**config.mk**
```make
export PLATFORM = sky130hd
export DESIGN_NAME = mem_arbiter
export DESIGN_NICKNAME = d
export VERILOG_FILES = /design/src/rtl/mem_arbiter.sv
export SDC_FILE = /design/constraint.sdc
export NUM_CORES = 1
export LEC_CHECK = 0
export BUFFER_PORTS_ARGS = -buffer_cell sky130_fd_sc_hd__buf_2
export CORE_AREA = 2 2 119 121
export CTS_CLUSTER_DIAMETER = 50
export DETAILED_ROUTE_END_ITERATION = 7
export DIE_AREA = 0 0 121 123
export GPL_TIMING_DRIVEN = 0
export PLACE_DENSITY = 0.75
export SYNTH_ARGS = -nofsm -noshare
export SYNTH_HDL_FRONTEND = slang
export SYNTH_SLANG_ARGS = --single-unit
```
**constraint.sdc**
```tcl
create_clock -name clock -period 2 [get_ports clock]
set_input_delay 0.1 -clock clock [delete_from_list [all_inputs] [get_ports clock]]
set_output_delay 0.1 -clock clock [all_outputs]
set_load 0.03 [all_outputs]
```
**src/rtl/mem_arbiter.sv**
```systemverilog
// Shared memory-port arbiter: fetch, data-read and data-write requesters take
// turns on one port, write > read > fetch, with fetch anti-starvation and an access timeout.
module mem_arbiter #(
  parameter int WIDTH        = 32,
  parameter int STARVE_LIMIT = 4,
  parameter int TIMEOUT      = 255
) (
  input  logic             clock,
  input  logic             reset,
  input  logic [WIDTH-1:0] ia,
  input  logic             ia_enable,
  output logic [WIDTH-1:0] iv,
  output logic             iv_valid,
  input  logic [WIDTH-1:0] da_in,
  input  logic             da_in_enable,
  output logic [WIDTH-1:0] dv_in,
  output logic             dv_in_valid,
  input  logic [WIDTH-1:0] da_out,
  input  logic             da_out_enable,
  input  logic [WIDTH-1:0] dv_out,
  output logic             dv_out_valid,
  output logic [WIDTH-1:0] mem_address,
  output logic [WIDTH-1:0] mem_wdata,
  output logic             mem_read,
  output logic             mem_write,
  input  logic [WIDTH-1:0] mem_rdata,
  input  logic             mem_ack,
  output logic [2:0]       grant,
  output logic             bus_error
);

  localparam int SW = (STARVE_LIMIT < 1) ? 1 : $clog2(STARVE_LIMIT + 1);
  // The wait counter only has to reach TIMEOUT-1: the TIMEOUT-th cycle decides.
  localparam int WW = (TIMEOUT < 2) ? 1 : $clog2(TIMEOUT);

  localparam logic [SW-1:0] STARVE_MAX = SW'(STARVE_LIMIT);
  localparam logic [WW-1:0] WAIT_LAST  = WW'(TIMEOUT - 1);

  localparam logic [1:0] ST_IDLE    = 2'd0;
  localparam logic [1:0] ST_ACCESS  = 2'd1;
  localparam logic [1:0] ST_RELEASE = 2'd2;

  localparam logic [2:0] GNT_NONE  = 3'b000;
  localparam logic [2:0] GNT_FETCH = 3'b001;
  localparam logic [2:0] GNT_READ  = 3'b010;
  localparam logic [2:0] GNT_WRITE = 3'b100;

  logic [1:0]       state_r;
  logic [SW-1:0]    starve_r;
  logic [SW-1:0]    starve_nxt_s;
  logic [WW-1:0]    wait_r;
  logic [2:0]       win_s;
  logic [WIDTH-1:0] win_addr_s;
  logic             ack_s;
  logic             expire_s;
  logic             done_s;
  logic [WIDTH-1:0] rdata_s;

  // Arbitration winner among the current enables.
  always_comb begin
    win_s      = GNT_NONE;
    win_addr_s = {WIDTH{1'b0}};
    if (ia_enable && (starve_r == STARVE_MAX)) begin
      win_s      = GNT_FETCH;
      win_addr_s = ia;
    end else if (da_out_enable) begin
      win_s      = GNT_WRITE;
      win_addr_s = da_out;
    end else if (da_in_enable) begin
      win_s      = GNT_READ;
      win_addr_s = da_in;
    end else if (ia_enable) begin
      win_s      = GNT_FETCH;
      win_addr_s = ia;
    end else begin
      win_s      = GNT_NONE;
      win_addr_s = {WIDTH{1'b0}};
    end
  end

  // Fetch starvation count: grows each time fetch waits while another requester wins.
  always_comb begin
    starve_nxt_s = starve_r;
    if (state_r == ST_IDLE) begin
      if (!ia_enable || (win_s == GNT_FETCH)) begin
        starve_nxt_s = {SW{1'b0}};
      end else if (starve_r != STARVE_MAX) begin
        starve_nxt_s = starve_r + SW'(1);
      end else begin
        starve_nxt_s = starve_r;
      end
    end else begin
      starve_nxt_s = starve_r;
    end
  end

  // Completion of the current access: acknowledged or timed out.
  always_comb begin
    ack_s    = 1'b0;
    expire_s = 1'b0;
    if (state_r == ST_ACCESS) begin
      ack_s    = mem_ack;
      expire_s = !mem_ack && (wait_r == WAIT_LAST);
    end else begin
      ack_s    = 1'b0;
      expire_s = 1'b0;
    end
    done_s  = ack_s || expire_s;
    rdata_s = ack_s ? mem_rdata : {WIDTH{1'b0}};
  end

  // Transaction state machine.
  always_ff @(posedge clock) begin
    if (reset) begin
      state_r <= ST_IDLE;
    end else begin
      case (state_r)
        ST_IDLE: begin
          if (win_s != GNT_NONE) begin
            state_r <= ST_ACCESS;
          end
        end
        ST_ACCESS: begin
          if (done_s) begin
            state_r <= ST_RELEASE;
          end
        end
        ST_RELEASE: state_r <= ST_IDLE;
        default:    state_r <= ST_IDLE;
      endcase
    end
  end

  // Starvation counter register.
  always_ff @(posedge clock) begin
    if (reset) begin
      starve_r <= {SW{1'b0}};
    end else begin
      starve_r <= starve_nxt_s;
    end
  end

  // Counts ACCESS cycles spent waiting on mem_ack.
  always_ff @(posedge clock) begin
    if (reset) begin
      wait_r <= {WW{1'b0}};
    end else if ((state_r == ST_ACCESS) && !done_s) begin
      wait_r <= wait_r + WW'(1);
    end else begin
      wait_r <= {WW{1'b0}};
    end
  end

  // Grant, latched address/data and memory strobes for the owning requester.
  always_ff @(posedge clock) begin
    if (reset) begin
      grant       <= GNT_NONE;
      mem_address <= {WIDTH{1'b0}};
      mem_wdata   <= {WIDTH{1'b0}};
      mem_read    <= 1'b0;
      mem_write   <= 1'b0;
    end else begin
      case (state_r)
        ST_IDLE: begin
          if (win_s != GNT_NONE) begin
            grant       <= win_s;
            mem_address <= win_addr_s;
            mem_read    <= (win_s != GNT_WRITE);
            mem_write   <= (win_s == GNT_WRITE);
            if (win_s == GNT_WRITE) begin
              mem_wdata <= dv_out;
            end
          end
        end
        ST_ACCESS: begin
          if (done_s) begin
            grant     <= GNT_NONE;
            mem_read  <= 1'b0;
            mem_write <= 1'b0;
          end
        end
        ST_RELEASE: begin
          grant     <= GNT_NONE;
          mem_read  <= 1'b0;
          mem_write <= 1'b0;
        end
        default: begin
          grant     <= GNT_NONE;
          mem_read  <= 1'b0;
          mem_write <= 1'b0;
        end
      endcase
    end
  end

  // Completion pulses and returned read data; iv/dv_in hold between transactions.
  always_ff @(posedge clock) begin
    if (reset) begin
      iv           <= {WIDTH{1'b0}};
      dv_in        <= {WIDTH{1'b0}};
      iv_valid     <= 1'b0;
      dv_in_valid  <= 1'b0;
      dv_out_valid <= 1'b0;
    end else begin
      iv_valid     <= 1'b0;
      dv_in_valid  <= 1'b0;
      dv_out_valid <= 1'b0;
      if (done_s) begin
        case (grant)
          GNT_FETCH: begin
            iv       <= rdata_s;
            iv_valid <= 1'b1;
          end
          GNT_READ: begin
            dv_in       <= rdata_s;
            dv_in_valid <= 1'b1;
          end
          GNT_WRITE: dv_out_valid <= 1'b1;
          default: begin
          end
        endcase
      end
    end
  end

  // Sticky timeout flag, cleared only by reset.
  always_ff @(posedge clock) begin
    if (reset) begin
      bus_error <= 1'b0;
    end else if (expire_s) begin
      bus_error <= 1'b1;
    end
  end

endmodule

```
-- Word level (Yosys, flattened, before mapping)
Cells that the tools add are included.
- reductions and logical operators: 19
- mux-type cells: 27
- add/sub/neg operators: 2
- equal/unequal tests: 12
- bitwise operators: 2
- operator list (kind ; number):
    $mux W32 ; 5
    $mux W3 ; 6
    $reduce_and A2 Y1 ; 5
    $eq A3 B3 Y1 const B ; 3
    $mux W1 ; 9
    $add A8 B1 Y8 const B ; 1
    $eq A8 B8 Y1 const B ; 1
    $eq A3 B1 Y1 const B ; 2
    $mux W2 ; 3
    $ne A3 B3 Y1 const B ; 2
    $pmux W3 S2 ; 1
    $pmux W1 S2 ; 2
    $pmux W2 S2 ; 1
    $reduce_or A2 Y1 ; 2
    $add A3 B1 Y3 const B ; 1
    $eq A3 B2 Y1 const B ; 1
    $logic_and A1 B1 Y1 ; 3
    $logic_not A1 Y1 ; 3
    $reduce_and A3 Y1 ; 1
    $reduce_bool A3 Y1 ; 1
    $eq A2 B1 Y1 const B ; 1
    $logic_not A2 Y1 ; 1
    $logic_or A1 B1 Y1 ; 2
    $ne A2 B1 Y1 const B ; 1
    other kinds (3) ; 4
- output and inout bits: 137
- bits in registers: 150
- input port bits: 166
- word-level logic and storage cells: 76

-- Logic depth before layout (Yosys ltp)
- word-level depth: 8
- gate-level depth with buffers: 8
- gate-level depth less buffers: 6

-- Least setup slack after synthesis
OpenSTA, ideal clock, no wires.
- path kind: register to register
- start: register grant[0]
- end: register iv[10]
- library setup time: 117 ps
- cell stages (with the launch flop): 6
- data arrival time: 1609 ps
- clock period less this slack: 1726 ps
- required time: 1883 ps
- path buffers: 1
- setup slack: 274 ps
- cells stage by stage: dfxtp_1 -> or3b_4 -> nor2_2 -> nor3_2 -> buf_6 -> a22o_1
- longest elaborated chain between the ends: 2
- RTL lines (what ; line ; text):
    from (decl) ; 28 ; output logic [2:0] grant,
    from (signal assigned) ; 166 ; grant <= win_s;
    $eq A3 B1 Y1 ; 209 ; case (grant)
    $reduce_and A2 Y1 (no line) ; n/a ;
    to (signal assigned) ; 199 ; iv <= {WIDTH{1'b0}};
    to (signal assigned) ; 211 ; iv <= rdata_s;
    to (decl) ; 12 ; output logic [WIDTH-1:0] iv,
No other way between the ends.
A chain may end at the register's enable or synchronous reset.

-- Final worst setup path
- start: register starve_r[0]
- end: register mem_address[16]
- longest elaborated chain between the ends: 5
- elaborated cells between the ends (all ways): 6
- classes of those cells: 1 x eq/ne; 2 x mux; 3 x reduce/logical
- RTL lines (what ; line ; text):
    from (decl) ; 49 ; logic [SW-1:0] starve_r;
    from (signal assigned) ; 137 ; starve_r <= {SW{1'b0}};
    from (signal assigned) ; 139 ; starve_r <= starve_nxt_s;
    $eq A3 B3 Y1 (*) ; 63 ; if (ia_enable && (starve_r == STARVE_MAX)) begin
    $logic_and A1 B1 Y1 (*) ; 63 ;
    $mux W3 ; 63 ;
    $reduce_bool A3 Y1 ; 165 ; if (win_s != GNT_NONE) begin
    $reduce_and A2 Y1 (no line) ; n/a ;
    to (signal assigned) ; 158 ; mem_address <= {WIDTH{1'b0}};
    to (signal assigned) ; 167 ; mem_address <= win_addr_s;
    to (decl) ; 22 ; output logic [WIDTH-1:0] mem_address,
Mark *: on every way between the ends. The rest lies on a longest branch, timed or not.

==> results.ini <==
[sta]
period_share_pct=90.91
fin_tns_setup_ps=0
tightest_slew_ps=574.8
min_period_ps=1818
rsz0062_at_grt=no
fmax_mhz=550.0
skew_ps=7.429
setup_viol=0
slew_violations=0
hold_viol_final=0
maxSlewHeadroom_pct=61.68

[global_routing]
grt_pass1_vias=5606
gr-usage-met3_pct=6.365
busiest_layer=met2
grt_max_degree=17
use_met2_pct=40.41
grt_remaining_overflow=0
grt_use_total_pct=23.44
use_met1_pct=26.31
antenna_found_initial=1
grt_pass1_wl_microns=27160

[placement]
dp_hpwl_microns=13100
io_buffers=302
routabilityCongestion=0.9116

[floorplan]
boundaryPins=303
die_width_microns=121
rows=43
floorplan.initialDensity_pct=41.74
dieArea_sq_um=14880
die_h_microns=123
core_sq_um=13610

[setup_path]
cp_data_arrival_time_ps=2100
cp.required_ps=2280
r2r_start=starve_r[0]
reg2reg_depth=7
cp_max_fo=10
r2r_end=mem_address[16]
worstSetupStartpointType=flip-flop
worstSetupPathType=flip-flop to flip-flop
crit_path_end_kind=flip-flop
rrSetupSlack_ps=180

[finish]
multi_input_area_sq_um=2410
final_nets=1093
area_growth_pct=46.97
final.fill_count=1187
drive_above_1_share_pct=40.92
seq_area_sq_um=3003
final_util_pct=61.35

[flow_run]
cap_viol_max_count=0

[logic_synthesis]
synth-edff-count=0
ys.warnings.count=0
ys.flop_type=dfxtp_1
mappedNetlistNets=742
ys_ff_latch=150
synthCells=572
netlist_area_sq_um=5682
synth_cell_type_count=42
yosysSeqAreaShare_pct=52.85
async_flop_share_pct=0
avgSynthCellArea_sq_um=9.933

[route]
wl_per_cell_microns=16.08
drt_iter0_drc=492
final_antenna_net_count=0
dr.pass1.iters=7
totalWireLength_microns=17960
vias=5823
vias_per_cell=5.213
drc=0

[worst_hold_path]
holdCritPathClass=primary input to flip-flop
whs_path_depth=3
hold_end=mem_read
hold_start=da_out_enable

[power]
p_per_area_nw_per_um2=932.3
irDropWorstVdd_mv=0.5335
p_leak_nw=3.950

[run_status]
outcome=completed

[clocking]
clk_pin_slew_worst_paths_ps=60
cts_buffer_depth=2
cts_sinks=150
numCtsBuffers=17
root_buffer=clkbuf_16
cts_tree=built
clk-insertion-delay-late_ps=420
htreeDepth=4
postCtsSetupRepairBufs=0

-- sequential cells by signal (all words and copies together) (netlist names) --
register      cells
bus_error         1
mem_write         1
dv_in            32
grant             3
iv               32
mem_wdata        32
dv_out_valid      1
wait_r            8
dv_in_valid       1
iv_valid          1
mem_read          1
starve_r          3
state_r           2
mem_address      32
-- per-stage QoR --
step	hold WS [ps]	total power, mW	cell area [sq um]	setup slack (ps)	cells
after global placement	340.7	4.545	7418	13.17	1054
after detailed placement	346.9	4.560	7418	-17.15	1054
after floorplan	236.0	4.089	5682	274.2	572
after CTS	10.89	7.840	8338	30.70	1117
final	25.43	7.785	8351	181.7	1117
after global routing	40.20	8.117	8351	7.379	1117
-- cell usage after synthesis, types with 4 or more instances --
| cell type | instances | area (sq um) |
|---|---|---|
| a22o_1 | 66 | 578.1 |
| a211oi_1 | 32 | 240.2 |
| a222oi_1 | 32 | 320.3 |
| ha_1 | 4 | 50.05 |
| inv_1 | 6 | 22.52 |
| nor2b_1 | 34 | 212.7 |
| nor2_1 | 46 | 172.7 |
| dfxtp_1 | 150 | 3003 |
| buf_2 | 28 | 140.1 |
| nand3_1 | 6 | 30.03 |
| xnor2_1 | 4 | 35.03 |
| nand2_1 | 70 | 262.8 |
| clkbuf_1 | 14 | 52.55 |
| a21oi_1 | 36 | 180.2 |
| xor2_1 | 4 | 35.03 |
-- cell families after synthesis --
family / count (synthesis) / share of synthesized area [%]
xor gates and xnor gates: 8 / 1.233
DFF: 150 / 52.85
adders and majority gates: 4 / 0.8809
AOI/OAI and AO/OA: 176 / 24.71
buffers and inverters: 55 / 4.845
and+or+nand+nor: 179 / 15.48
-- cell usage in the layout, fill, tap and decap left out, drive strengths merged, types with 3 or more instances in the layout --
cell type	Yosys	routed
buf	35	336
clkinvlp	0	3
nor2	49	49
nand2	70	70
nor2b	34	34
clkinv	0	3
a211oi	32	32
a222oi	32	32
or2	3	3
inv	6	12
dfxtp	150	150
a22o	66	66
ha	4	4
clkbuf	14	31
xor2	4	4
dlygate4sd3	0	32
nand3	6	6
xnor2	4	4
a21oi	36	36
-- critical path: stages, from the launching register on --
cell and delay (ps):
dfxtp_1 330, inv_1 60, ha_1 170, nand3_2 120, and3b_2 300, buf_2 200, a222oi_1 360, a211oi_1 130
-- layout make-up --
type | count | area share (%)
Buffer | 47 | 3.027
Clock buffer | 18 | 5.259
Timing Repair Buffer | 334 | 21.94
Clock inverter | 14 | 1.963
Multi-Input combinational cell | 367 | 28.86
Inverter | 6 | 0.2697
Antenna cell | 1 | 0.02997
Sequential cell | 150 | 35.96
Tap cell | 180 | 2.697
-- report_power, final --
part           switching (mW)  internal (mW)
registers              0.0918           3.15
logic                   0.819          0.489
clock network            1.33           1.90
-- worst max path at each step --
| stage | from | to |
|---|---|---|
| finish | starve_r[0] | mem_address[16] |
| global route | starve_r[0] | mem_address[16] |
| CTS | starve_r[0] | mem_address[16] |
| detailed placement | starve_r[0] | mem_address[18] |
| global placement | starve_r[0] | mem_address[7] |
| floorplan | grant[0] | iv[10] |
-- what timing repair did --
item,in CTS,in global routing
pin swaps,0,6
endpoints found under the hold margin,32,0
endpoints found under the setup margin,13,33
hold buffers,32,0
gates resized for setup,0,7
-- routing by layer --
| layer | part of all wire [%] | vias to the layer above | wire length [microns] |
|---|---|---|---|
| met5 | 0 | - | 0 |
| met1 | 40 | 2728 | 7116 |
| met4 | 3.9 | 0 | 701 |
| li1 | - | 2800 | - |
| met2 | 50 | 249 | 8897 |
| met3 | 6.9 | 46 | 1248 |
No activity file was read; power rests on OpenSTA's default activity.
